===== src/rtl/dice_match_tracker.sv =====
// Snapshot-and-scan dice comparator: latches N_DICE die values on sample, compares one die
// per clock against the target or die 0, then reports match, count, streak and a sticky win.
module dice_match_tracker #(
    parameter int WIDTH      = 4,
    parameter int N_DICE     = 2,
    parameter int THRESH     = 2,
    parameter int STREAK_W   = 4,
    parameter int WIN_STREAK = 3,
    localparam int CW        = $clog2(N_DICE + 1)
) (
    input  logic                      clk,
    input  logic                      rst,
    input  logic [N_DICE*WIDTH-1:0]   dice,
    input  logic [WIDTH-1:0]          target,
    input  logic [1:0]                mode,
    input  logic                      sample,
    input  logic                      clr_streak,
    output logic                      busy,
    output logic                      result_valid,
    output logic                      match,
    output logic [CW-1:0]             match_count,
    output logic [STREAK_W-1:0]       streak,
    output logic                      win
);

    // state | meaning
    // IDLE  | waiting for sample; results held
    // SCAN  | comparing snapshot die[idx] against the reference, one per clock
    // DONE  | registering match/count, pulsing result_valid, updating streak/win
    localparam logic [1:0] IDLE = 2'd0;
    localparam logic [1:0] SCAN = 2'd1;
    localparam logic [1:0] DONE = 2'd2;

    localparam int IW = (N_DICE > 1) ? $clog2(N_DICE) : 1;
    localparam logic [IW-1:0]       IDX_LAST   = IW'(N_DICE - 1);
    localparam logic [CW-1:0]       N_CW       = CW'(N_DICE);
    localparam logic [CW-1:0]       THRESH_CW  = CW'(THRESH);
    localparam logic [STREAK_W-1:0] STREAK_MAX = {STREAK_W{1'b1}};
    localparam logic [STREAK_W-1:0] WIN_SW     = STREAK_W'(WIN_STREAK);

    logic [1:0]              state_q, state_d;
    logic [N_DICE*WIDTH-1:0] snap_dice_q, snap_dice_d;
    logic [WIDTH-1:0]        snap_target_q, snap_target_d;
    logic [1:0]              snap_mode_q, snap_mode_d;
    logic [IW-1:0]           idx_q, idx_d;
    logic [CW-1:0]           cnt_q, cnt_d;
    logic                    busy_q, busy_d;
    logic                    rv_q, rv_d;
    logic                    match_q, match_d;
    logic [CW-1:0]           mc_q, mc_d;
    logic [STREAK_W-1:0]     streak_q, streak_d;
    logic                    win_q, win_d;

    logic [WIDTH-1:0] die_cur;
    logic [WIDTH-1:0] ref_val;
    logic             match_w;

    assign die_cur = snap_dice_q[idx_q*WIDTH +: WIDTH];
    assign ref_val = (snap_mode_q == 2'b10) ? snap_dice_q[WIDTH-1:0] : snap_target_q;

    always_comb begin
        case (snap_mode_q)
            2'b00:   match_w = (cnt_q == N_CW);
            2'b01:   match_w = (cnt_q != '0);
            2'b10:   match_w = (cnt_q == N_CW);
            default: match_w = (cnt_q >= THRESH_CW);
        endcase
    end

    always_comb begin
        state_d       = state_q;
        snap_dice_d   = snap_dice_q;
        snap_target_d = snap_target_q;
        snap_mode_d   = snap_mode_q;
        idx_d         = idx_q;
        cnt_d         = cnt_q;
        rv_d          = 1'b0;
        match_d       = match_q;
        mc_d          = mc_q;
        streak_d      = streak_q;
        win_d         = win_q;

        case (state_q)
            IDLE: begin
                if (sample) begin
                    snap_dice_d   = dice;
                    snap_target_d = target;
                    snap_mode_d   = mode;
                    idx_d         = '0;
                    cnt_d         = '0;
                    state_d       = SCAN;
                end
            end
            SCAN: begin
                if (die_cur == ref_val) cnt_d = cnt_q + CW'(1);
                if (idx_q == IDX_LAST) begin
                    state_d = DONE;
                end else begin
                    idx_d = idx_q + IW'(1);
                end
            end
            DONE: begin
                mc_d    = cnt_q;
                match_d = match_w;
                rv_d    = 1'b1;
                if (match_w) begin
                    streak_d = (streak_q == STREAK_MAX) ? STREAK_MAX : streak_q + STREAK_W'(1);
                end else begin
                    streak_d = '0;
                end
                if (streak_d >= WIN_SW) win_d = 1'b1;
                state_d = IDLE;
            end
            default: state_d = IDLE;
        endcase

        // Clearing wins over a same-cycle DONE update; match/count still land.
        if (clr_streak) begin
            streak_d = '0;
            win_d    = 1'b0;
        end

        busy_d = (state_d != IDLE);
    end

    always_ff @(posedge clk) begin
        if (!rst) begin
            state_q       <= IDLE;
            snap_dice_q   <= '0;
            snap_target_q <= '0;
            snap_mode_q   <= '0;
            idx_q         <= '0;
            cnt_q         <= '0;
            busy_q        <= 1'b0;
            rv_q          <= 1'b0;
            match_q       <= 1'b0;
            mc_q          <= '0;
            streak_q      <= '0;
            win_q         <= 1'b0;
        end else begin
            state_q       <= state_d;
            snap_dice_q   <= snap_dice_d;
            snap_target_q <= snap_target_d;
            snap_mode_q   <= snap_mode_d;
            idx_q         <= idx_d;
            cnt_q         <= cnt_d;
            busy_q        <= busy_d;
            rv_q          <= rv_d;
            match_q       <= match_d;
            mc_q          <= mc_d;
            streak_q      <= streak_d;
            win_q         <= win_d;
        end
    end

    assign busy         = busy_q;
    assign result_valid = rv_q;
    assign match        = match_q;
    assign match_count  = mc_q;
    assign streak       = streak_q;
    assign win          = win_q;

endmodule


===== config.mk =====
export PLATFORM = sky130hd
export DESIGN_NAME = dice_match_tracker
export DESIGN_NICKNAME = d
export VERILOG_FILES = /design/src/rtl/dice_match_tracker.sv
export SDC_FILE = /design/constraint.sdc
export NUM_CORES = 1
export LEC_CHECK = 0
export BUFFER_PORTS_ARGS = -buffer_cell sky130_fd_sc_hd__buf_4
export CAP_MARGIN = 20
export CORE_ASPECT_RATIO = 2
export CORE_MARGIN = 5
export CORE_UTILIZATION = 35
export DETAILED_ROUTE_END_ITERATION = 7
export PLACE_DENSITY_LB_ADDON = 0.1
export SLEW_MARGIN = 10
export SYNTH_ARGS = -nofsm -noshare
export SYNTH_HDL_FRONTEND = slang
export SYNTH_SLANG_ARGS = --single-unit

===== constraint.sdc =====
create_clock -name clk -period 4.3 [get_ports clk]
set_input_delay 0.43 -clock clk [delete_from_list [all_inputs] [get_ports clk]]
set_output_delay 0.43 -clock clk [all_outputs]
set_load 0.02 [all_outputs]

==> impl_summary.md, run 1 <==
Run status
The flow ran to the end, and the final reports show no timing, DRC or antenna violations.

Die
The initial utilization of the core area, before any placement, comes to 35.6%. The floorplan step defined a die boundary enclosing 0.00534 mm². The die is 54.2 µm wide. The floorplan step set the die height to 98.5 µm. During I/O placement, the number of pins put on the boundary was 28.

In this run the core area contains 32 standard-cell rows. The floorplan core area is 0.00384 mm².

Route
The post-detailed-route wirelength per cell is 12.0 µm. The DRC violation total after the first TritonRoute iteration is 28. The detailed-routing iteration count for the pre-antenna-repair pass is 4.

The detail route stage leaves a number of antenna-violating nets equal to 0. The wire length reported by the detailed router is 2950 µm. The count of unresolved DRC violations after routing is 0. After detailed routing, the number of vias per cell comes to 4.89. The total number of vias is 1199.

Clock network
Clock-pin slew was measured on the worst setup and hold paths at 0.06 ns. The longest clock path from root to sink contains 2 buffers. The clock tree root driver cell is sky130_fd_sc_hd__clkbuf_8. The number of instances resized during post-cts repair is 0.

CTS saw 29 sinks. The clock tree synthesis step divided the H-tree into 2 levels. The CTS tree is built.

The post-CTS repair timing setup buffer count is 0. The number of clock buffers added by TritonCTS is 5. The source-to-sink clock delay at the later pin of the worst-skew pair is 0.27 ns. The number of buffers inserted by hold repair at cts is 0.

Hold path
The kind of path behind the tightest hold check is in2reg. Counting instances, the worst hold path has a depth of 3.

Timing
The routed design could run at a clock period as short as 1.79 ns. The number of hold-slack violations in the final timing report was 0. The worst clock skew is 0.00152 ns. The slew at the pin closest to its max-slew limit is 0.635 ns. The final count of pins violating max slew came to 0. The final critical path takes up 41.6% of the cycle. The post-route setup TNS is 0 ns. The worst relative slew slack is 57.6%.

The worst hold slack across all endpoints is 0.411 ns. Setup violations remaining at the end of the flow were counted as 0. Setup repair after global routing left no endpoint under its margin. Based on the critical path, the design can be clocked at up to 0.559 GHz.

Placed design
At the end of routability-driven placement, the weighted congestion stood at 0.734. The placed wire-length estimate after detailed placement is 2290 µm. Port buffering added 27 buffers.

Layout
The relative area change from synthesis to final layout is 24.7%. The number of inserted diodes is 0. The post-route netlist has 20.1% of its cells at a drive strength greater than 1. The final layout contains 214 nets. The post-layout utilization of the core is 44.5%.

Global routing
The first-pass GRT wire length is 5010 µm. The number of antenna violations at the first check in global routing came to 0. After global routing the overflow that remains totals 0. The number of global-route vias before repair came to 1155. The all-layer global routing usage is 12.5%. Entering global routing, the biggest net connects 27 pins.

Synth
The average instance in the mapped netlist occupies 8.30 µm². Ranked by total cell area, the synthesized netlist is headed by sky130_fd_sc_hd__dfxtp_1 42%, sky130_fd_sc_hd__nand2_1 11%, sky130_fd_sc_hd__a21boi_0 9.9%. The proportion of netlist area held by the largest area contributor is 42.4%. During synthesis, Yosys emitted a total of 0 warnings. sky130_fd_sc_hd__dfxtp_1 takes more of the synthesized area than any other cell. The number of different library cells used by synthesis comes to 32. After synthesis the netlist holds a flip-flop and latch count of 29. Of the synthesized area, sequential elements account for 42.4%.

The number of instances in the synthesized netlist is 165. The net count after synthesis is 186. The cell area that synthesis handed to floorplanning was 0.00137 mm².

Power
The static leakage power is 0.695 nW. The internal power of the cells is 0.460 mW. Across the VDD grid, the largest voltage drop is 0.248 mV. Registers are responsible for 48.3% of the overall power. Combinational logic burns 11.5% of the power. In this run switching power makes up 23.6% of total power. The net switching power of the design is 0.142 mW.

The clock group share of total power is 40.2%. Dividing total power by cell area gives a power density of 352 mW/mm².

Setup path
In this run the worst path has a maximum fanout of 7. The largest single stage delay on the critical path is 0.50 ns. The category of the critical setup timing path is reg2reg. For the worst setup path, the data arrival time is 2.00 ns. The path depth of the worst reg2reg path is 6. The cell that appears most often on the critical path is sky130_fd_sc_hd__mux2i_1. The standard cell with the maximum stage delay on the critical path is sky130_fd_sc_hd__nor2b_1.

The kind of start point of the critical path is a register. The required time reported for the critical path endpoint is 4.51 ns. Traced cell by cell, the critical path runs through nor2b_1 > mux2i_1 > xnor2_1 > o21ai_1 > nand3_1 > mux2i_1. The type of destination of the critical path is a register.

Flow run
The max-capacitance violation count is 0.
-- cell usage in the layout (no fill, tap or decap), drive strengths merged --
cell type / synthesis / layout
buf: 3 / 28
o21ai: 5 / 5
clkinv: 0 / 1
xnor2: 4 / 4
nand2b: 3 / 3
inv: 5 / 5
nor3b: 2 / 2
nor2: 3 / 3
mux2i: 6 / 6
o22a: 1 / 1
a21oi: 9 / 9
dfxtp: 29 / 29
clkbuf: 4 / 7
o211a: 1 / 1
nand2: 40 / 40
a211o: 1 / 1
ha: 3 / 3
nor3: 2 / 2
or2: 2 / 2
xor2: 2 / 2
or3b: 1 / 1
a211oi: 1 / 1
a21boi: 18 / 18
a31oi: 1 / 1
a41oi: 1 / 1
nand3: 9 / 9
and3: 1 / 1
o31ai: 1 / 1
and2: 2 / 2
nand4: 1 / 1
nor2b: 4 / 4
-- cell usage after synthesis, drive strengths merged --
master,n
o21ai,5
and3,1
o31ai,1
a21boi,18
buf,3
a41oi,1
nor3,2
a31oi,1
inv,5
xor2,2
or3b,1
nor3b,2
dfxtp,29
nand2,40
nor2b,4
mux2i,6
nand4,1
a211oi,1
xnor2,4
o211a,1
or2,2
nand2b,3
clkbuf,4
nand3,9
nor2,3
a211o,1
o22a,1
and2,2
ha,3
a21oi,9
-- logic make-up after synthesis --
family                   after synthesis  synth area share, %
AO/OA/AOI/OAI                         39                 19.2
XOR/XNOR                               6                 3.84
adder cells (fa/ha/maj)                3                 2.74
buffers and inverters                 12                 4.02
flip-flops                            29                 42.4
multiplexers                           6                 4.38
AND/OR/NAND/NOR                       70                 23.5
-- routing by layer --
| layer | wire [µm] | vias up | track usage [%] | part of all wire (%) |
|---|---|---|---|---|
| met3 | 133 | 5 | 3.78 | 4.5 |
| met1 | 1000 | 553 | 11.1 | 34 |
| met5 | 0 | - | 0 | 0 |
| met4 | 60 | 0 | 5.18 | 2.0 |
| li1 | - | 617 | - | - |
| met2 | 1750 | 24 | 23.9 | 59 |
-- power by group through the flow --
stage          clock network [mW]  registers (mW)  logic [mW]
4_1_cts                     0.251           0.291      0.0708
2_1_floorplan                   0           0.295      0.0469
3_5_place_dp                    0           0.297      0.0707
3_3_place_gp                    0           0.296      0.0692
6_report                    0.242           0.291      0.0693
5_1_grt                     0.262           0.293      0.0776
-- flip-flops by register name, indices dropped and copies added (netlist names) --
name           count
match_count        2
busy               1
win                1
snap_mode_q        2
cnt_q              2
result_valid       1
state_q            2
idx_q              1
snap_dice_q        8
snap_target_q      4
match              1
streak             4
-- critical path: cells and delay by family, from the launching register on --
kind            cells  cell delay [ns]
compound gates      1             0.08
xor+xnor            1             0.14
flops               1             0.37
mux                 2             0.49
simple gates        2             0.65
-- worst paths after layout --
path,slack (ns),to,startpoint
worst max register to register,2.51,cnt_q[1],snap_mode_q[1]
worst min-delay path,0.41,snap_dice_q[5],dice[5]
worst min register to register,0.47,match,match
worst max-delay path,2.51,cnt_q[1],snap_mode_q[1]
-- final cells by class --
cell class | count | area (µm²)
timing repair buffer | 28 | 210
tap | 51 | 63.8
fill | 423 | 2130
sequential | 29 | 581
clock buffer | 7 | 96.3
multi-input combinational | 124 | 734
inverter | 5 | 18.8
clock inverter | 1 | 5.00
-- stage by stage --
| stage | instances | setup WS (ns) | area [µm²] | total power, mW |
|---|---|---|---|---|
| CTS | 245 | 2.50 | 1710 | 0.613 |
| global placement | 237 | 2.58 | 1610 | 0.365 |
| global route | 245 | 2.38 | 1710 | 0.632 |
| finish | 245 | 2.51 | 1710 | 0.602 |
| detailed placement | 237 | 2.52 | 1610 | 0.367 |
| floorplan | 165 | 2.85 | 1370 | 0.342 |
No activity file was read; power rests on OpenSTA's default activity.
==> run 2, diff against run 1 <==
- ABC_AREA: default -> 1
- clock period: 4.3 -> 1.6 ns (I/O delays scaled with it)
==> run 2 against run 1 <==
Area after synthesis decreased by 2.5%. Sequential power increased to 2.7 times the previous value. Count of clock-buffer cells in the layout unchanged. Register-to-register slack got worse by 2.3 ns. Clock skew increased by 0.0038 ns. Die area decreased by 2.1%. Design area decreased by 1.5%. Via count increased by 10%. Critical path depth increased by 3. Non-clock buffer count increased by 2. Utilization increased by 1.7 points. Wire length increased by 21%.
==> impl_summary.md, run 2 <==
Run status
The run finished with clean final reports.

Clock network
The level count of the clock H-tree came to 2 (unchanged). The clock sink total is 29 (unchanged). The post-CTS repair timing setup buffer count is 0 (unchanged). The TritonCTS buffer count is 5 (unchanged).

TritonCTS built the clock tree. The number of buffers on the longest clock path came to 2 (unchanged). The source-to-sink clock delay at the later pin of the worst-skew pair is 0.28 ns (about the same). The tree is rooted in a sky130_fd_sc_hd__clkbuf_8.

The clock transition time at the flip-flop clock pins of the worst setup and hold paths is 0.06 ns (about the same).

Layout
The multi-input gate area in the final layout is 614 µm² (-16%). The number of inserted diodes is 0 (unchanged). In the layout the commonest cells are 38 x sky130_fd_sc_hd__nand2_1, 30 x sky130_fd_sc_hd__buf_4, 29 x sky130_fd_sc_hd__inv_1, 29 x sky130_fd_sc_hd__dfxtp_1, 24 x sky130_fd_sc_hd__a21oi_1. The share of final-layout standard cells stronger than drive strength 1 is 19.4% (-0.72 points). The post-route non-filler standard cell count came to 276 (+13%). The most common library cell in the layout ignoring fill and taps is sky130_fd_sc_hd__nand2_1.

The net count reported at finish is 248 (+16%). The register ranked first by flip-flop count is snap_dice_q. The register area is 581 µm² (unchanged). The flip-flop count of the largest register after layout is 8 (unchanged). The relative area change from synthesis to final layout is 26.0%. The number of fillers in the final layout came to 415 (-1.9%).

Hold path
The kind of path behind the tightest hold check is in2reg. The number of cells on the worst hold path came to 3 (unchanged). In this run the most critical hold path is launched from dice[1]. The path with the worst hold slack has its endpoint at snap_dice_q[1].

Route
The post-detailed-route wirelength per cell is 12.9 µm (+7.3%). The DRC violation total after the first TritonRoute iteration is 20 (-29%). The count of unresolved DRC violations after routing came to 0 (unchanged).

The wire length reported by the detailed router came to 3560 µm (+21%). The total number of vias was 1324 (+10%). The number of nets with antenna violations after detailed routing is 0 (unchanged). The mean number of vias per cell is 4.80 (-2.0%). The detailed-routing iteration count for the pre-antenna-repair pass came to 4 (unchanged).

Timing
The number of hold-slack violations in the final timing report is 0 (unchanged). The portion of the clock cycle consumed by the worst path in the final layout is 90.0% (+48 points). The final critical-path setup slack came to 0.161 ns (-2.35 ns). The achievable frequency is 0.695 GHz (+24%). The slew at the pin closest to its max-slew limit is 0.288 ns (-0.347 ns). The worst relative slew slack is 80.7% (+23 points). The post-route setup TNS is 0 ns (unchanged). Setup repair after global routing left no endpoint under its margin. The clock period minus final worst setup slack was 1.44 ns (-0.350 ns). The final count of pins violating max slew is 0 (unchanged).

The worst clock skew was 0.00536 ns (+0.00384 ns). The setup violation total in the final timing report was 0 (unchanged).

Setup path
The path depth of the worst reg2reg path was 9 (+3). The terminus of the critical flop-to-flop path is win. The start of the worst register-to-register path is cnt_q[1].

The data arrival time of the worst path came to 1.61 ns (-0.39 ns). The category of the critical setup timing path is reg2reg. The highest fanout seen on the critical path was 6 (-1). The required time reported for the critical path endpoint was 1.77 ns (-2.74 ns). The worst setup path is launched from a register. The register-to-register setup slack was 0.16 ns (-2.35 ns).

The type of destination of the critical path is a register.

Global routing
The all-layer global routing usage is 14.8% (+2.3 points). The number of antenna violations at the first check in global routing is 0 (unchanged). The number of global-route vias before repair is 1378 (+19%). The global-route congestion overflow total is 0 (unchanged). The first-pass GRT wire length came to 5640 µm (+13%). The largest net degree at the start of global routing is 33 (+22%).

Die
The I/O pin count is 28 (unchanged). The starting density of the core is 36.7% (+1.0 points). The total die area came to 0.00523 mm² (-2.1%). The width of the chip is 53.7 µm (-1.0%).

The chip height is 97.4 µm (-1.1%). The floorplan core area is 0.00365 mm² (-5.1%). The row count is 31 (-3.1%).

Synth
The number of distinct library cells after synthesis was 16 (-50%). The cell area after synthesis came to 0.00134 mm² (-2.5%). The net count after synthesis came to 217 (+17%). The prevailing post-synth register cell is sky130_fd_sc_hd__dfxtp_1. The fraction of registers with async set/reset is 0% (unchanged). The synthesized area per cell is 6.82 µm² (-18%).

The biggest area contributor in the post-synthesis netlist is sky130_fd_sc_hd__dfxtp_1. The commonest cells after synthesis are 38 x sky130_fd_sc_hd__nand2_1, 29 x sky130_fd_sc_hd__dfxtp_1, 29 x sky130_fd_sc_hd__inv_1, 24 x sky130_fd_sc_hd__a21oi_1, 23 x sky130_fd_sc_hd__o21ai_0. The proportion of netlist area held by the largest area contributor is 43.4% (+1.1 points). The number of instances in the synthesized netlist came to 196 (+19%). The cell with the most instances after synthesis is sky130_fd_sc_hd__nand2_1. The count of flip-flops with a built-in enable after synthesis is 0 (unchanged). The sequential area share after synthesis is 43.4% (+1.1 points).

The synthesis-stage register bit count is 29 (unchanged). The number of warnings printed during yosys synthesis is 0 (unchanged). By area the synthesized netlist is led by sky130_fd_sc_hd__dfxtp_1 43%, sky130_fd_sc_hd__nand2_1 11%, sky130_fd_sc_hd__a21oi_1 9.0%.

Power
The power per cell area was 1000 mW/mm² (+180%). The peak ir drop on the vdd network is 0.712 mV (+190%). The static leakage power is 0.804 nW (+16%).

Placed design
The count of buffers from port buffering is 27 (unchanged). The worst slack at placement was 0.119 ns (-2.40 ns). The placed wire-length estimate after detailed placement is 2770 µm (+21%). The count of placed standard cells including taps is 269 (+14%). The routability congestion estimate is 0.878 (+20%).

Flow run
The max-capacitance violation count is 0 (unchanged).
==> run 2: cell types whose count changed after synthesis, moves of 4 or more <==
cell	change
sky130_fd_sc_hd__nor2_1	+17
sky130_fd_sc_hd__nor2b_1	-4
sky130_fd_sc_hd__o21ai_0	+19
sky130_fd_sc_hd__inv_1	+24
sky130_fd_sc_hd__a21boi_0	-18
sky130_fd_sc_hd__nand3_1	+4
sky130_fd_sc_hd__xnor2_1	-4
sky130_fd_sc_hd__a21oi_1	+15
sky130_fd_sc_hd__mux2i_1	-6
==> run 2: cells by family (layout without fill, tap and decap cells) <==
logic type               after synthesis  in the layout  share of synthesized area, %
adder cells (fa/ha/maj)                3              3                          2.81
buffers and inverters                 37             68                          10.8
flip-flops                            29             29                          43.4
AO/OA/AOI/OAI                         49             49                          18.7
AND/OR/NAND/NOR                       78             78                          24.3
==> run 2: power by group <==
part / internal [mW] / leakage [nW] / switching [mW]
registers: 0.769 / 0.238 / 0.0274
clock network: 0.340 / 0.0443 / 0.259
logic: 0.115 / 0.522 / 0.176
total: 1.22 / 0.804 / 0.463
==> run 2: cell type report <==
type                    instances  share of cell area (%)
clock buffers                   7                    5.13
well taps                      49                    3.64
multi-input cells             130                    36.5
repair buffers                 30                    13.4
inverters                      31                    6.91
flip-flops and latches         29                    34.5
==> run 2: per-layer routing <==
metal / track usage [%] / up-vias / share of wire, %
li1: - / 683 / -
met1: 11.5 / 600 / 34
met2: 27.9 / 28 / 57
met3: 4.30 / 13 / 4.1
met4: 9.84 / 0 / 4.7
met5: 0 / - / 0
==> run 2: worst max path at each step <==
stage / to / cells past startpoint / start / slack, ns
finish: win / 9 / cnt_q[1] / 0.16
detailed placement: win / 9 / cnt_q[0] / 0.12
global placement: streak[0] / 7 / cnt_q[1] / 0.20
global route: win / 9 / cnt_q[1] / 0.05
floorplan: win / 9 / streak[0] / 0.32
CTS: win / 9 / cnt_q[1] / 0.09
==> run 2: metrics by stage <==
step	hold slack, ns	area, µm²	utilization, %	total power [mW]
2_1_floorplan	0.325	1340	-	1.01
3_3_place_gp	0.420	1600	43.8	1.09
3_5_place_dp	0.426	1600	43.8	1.10
4_1_cts	0.139	1680	46.1	1.70
5_1_grt	0.159	1680	46.2	1.78
6_report	0.138	1680	46.2	1.69
==> run 2: timing repair <==
action,CTS,global route
endpoints found under the setup margin,0,1
resized for setup,0,1
hold buffers,0,0
==> run 2: worst max-delay path, stage by stage (launching register included) <==
cell	delay, ns
sky130_fd_sc_hd__dfxtp_1	0.32
sky130_fd_sc_hd__inv_1	0.13
sky130_fd_sc_hd__ha_1	0.16
sky130_fd_sc_hd__inv_1	0.04
sky130_fd_sc_hd__nor3_1	0.19
sky130_fd_sc_hd__nor2_2	0.11
sky130_fd_sc_hd__nand2_1	0.11
sky130_fd_sc_hd__nand3_1	0.09
sky130_fd_sc_hd__a21oi_1	0.12
sky130_fd_sc_hd__nor2_1	0.05
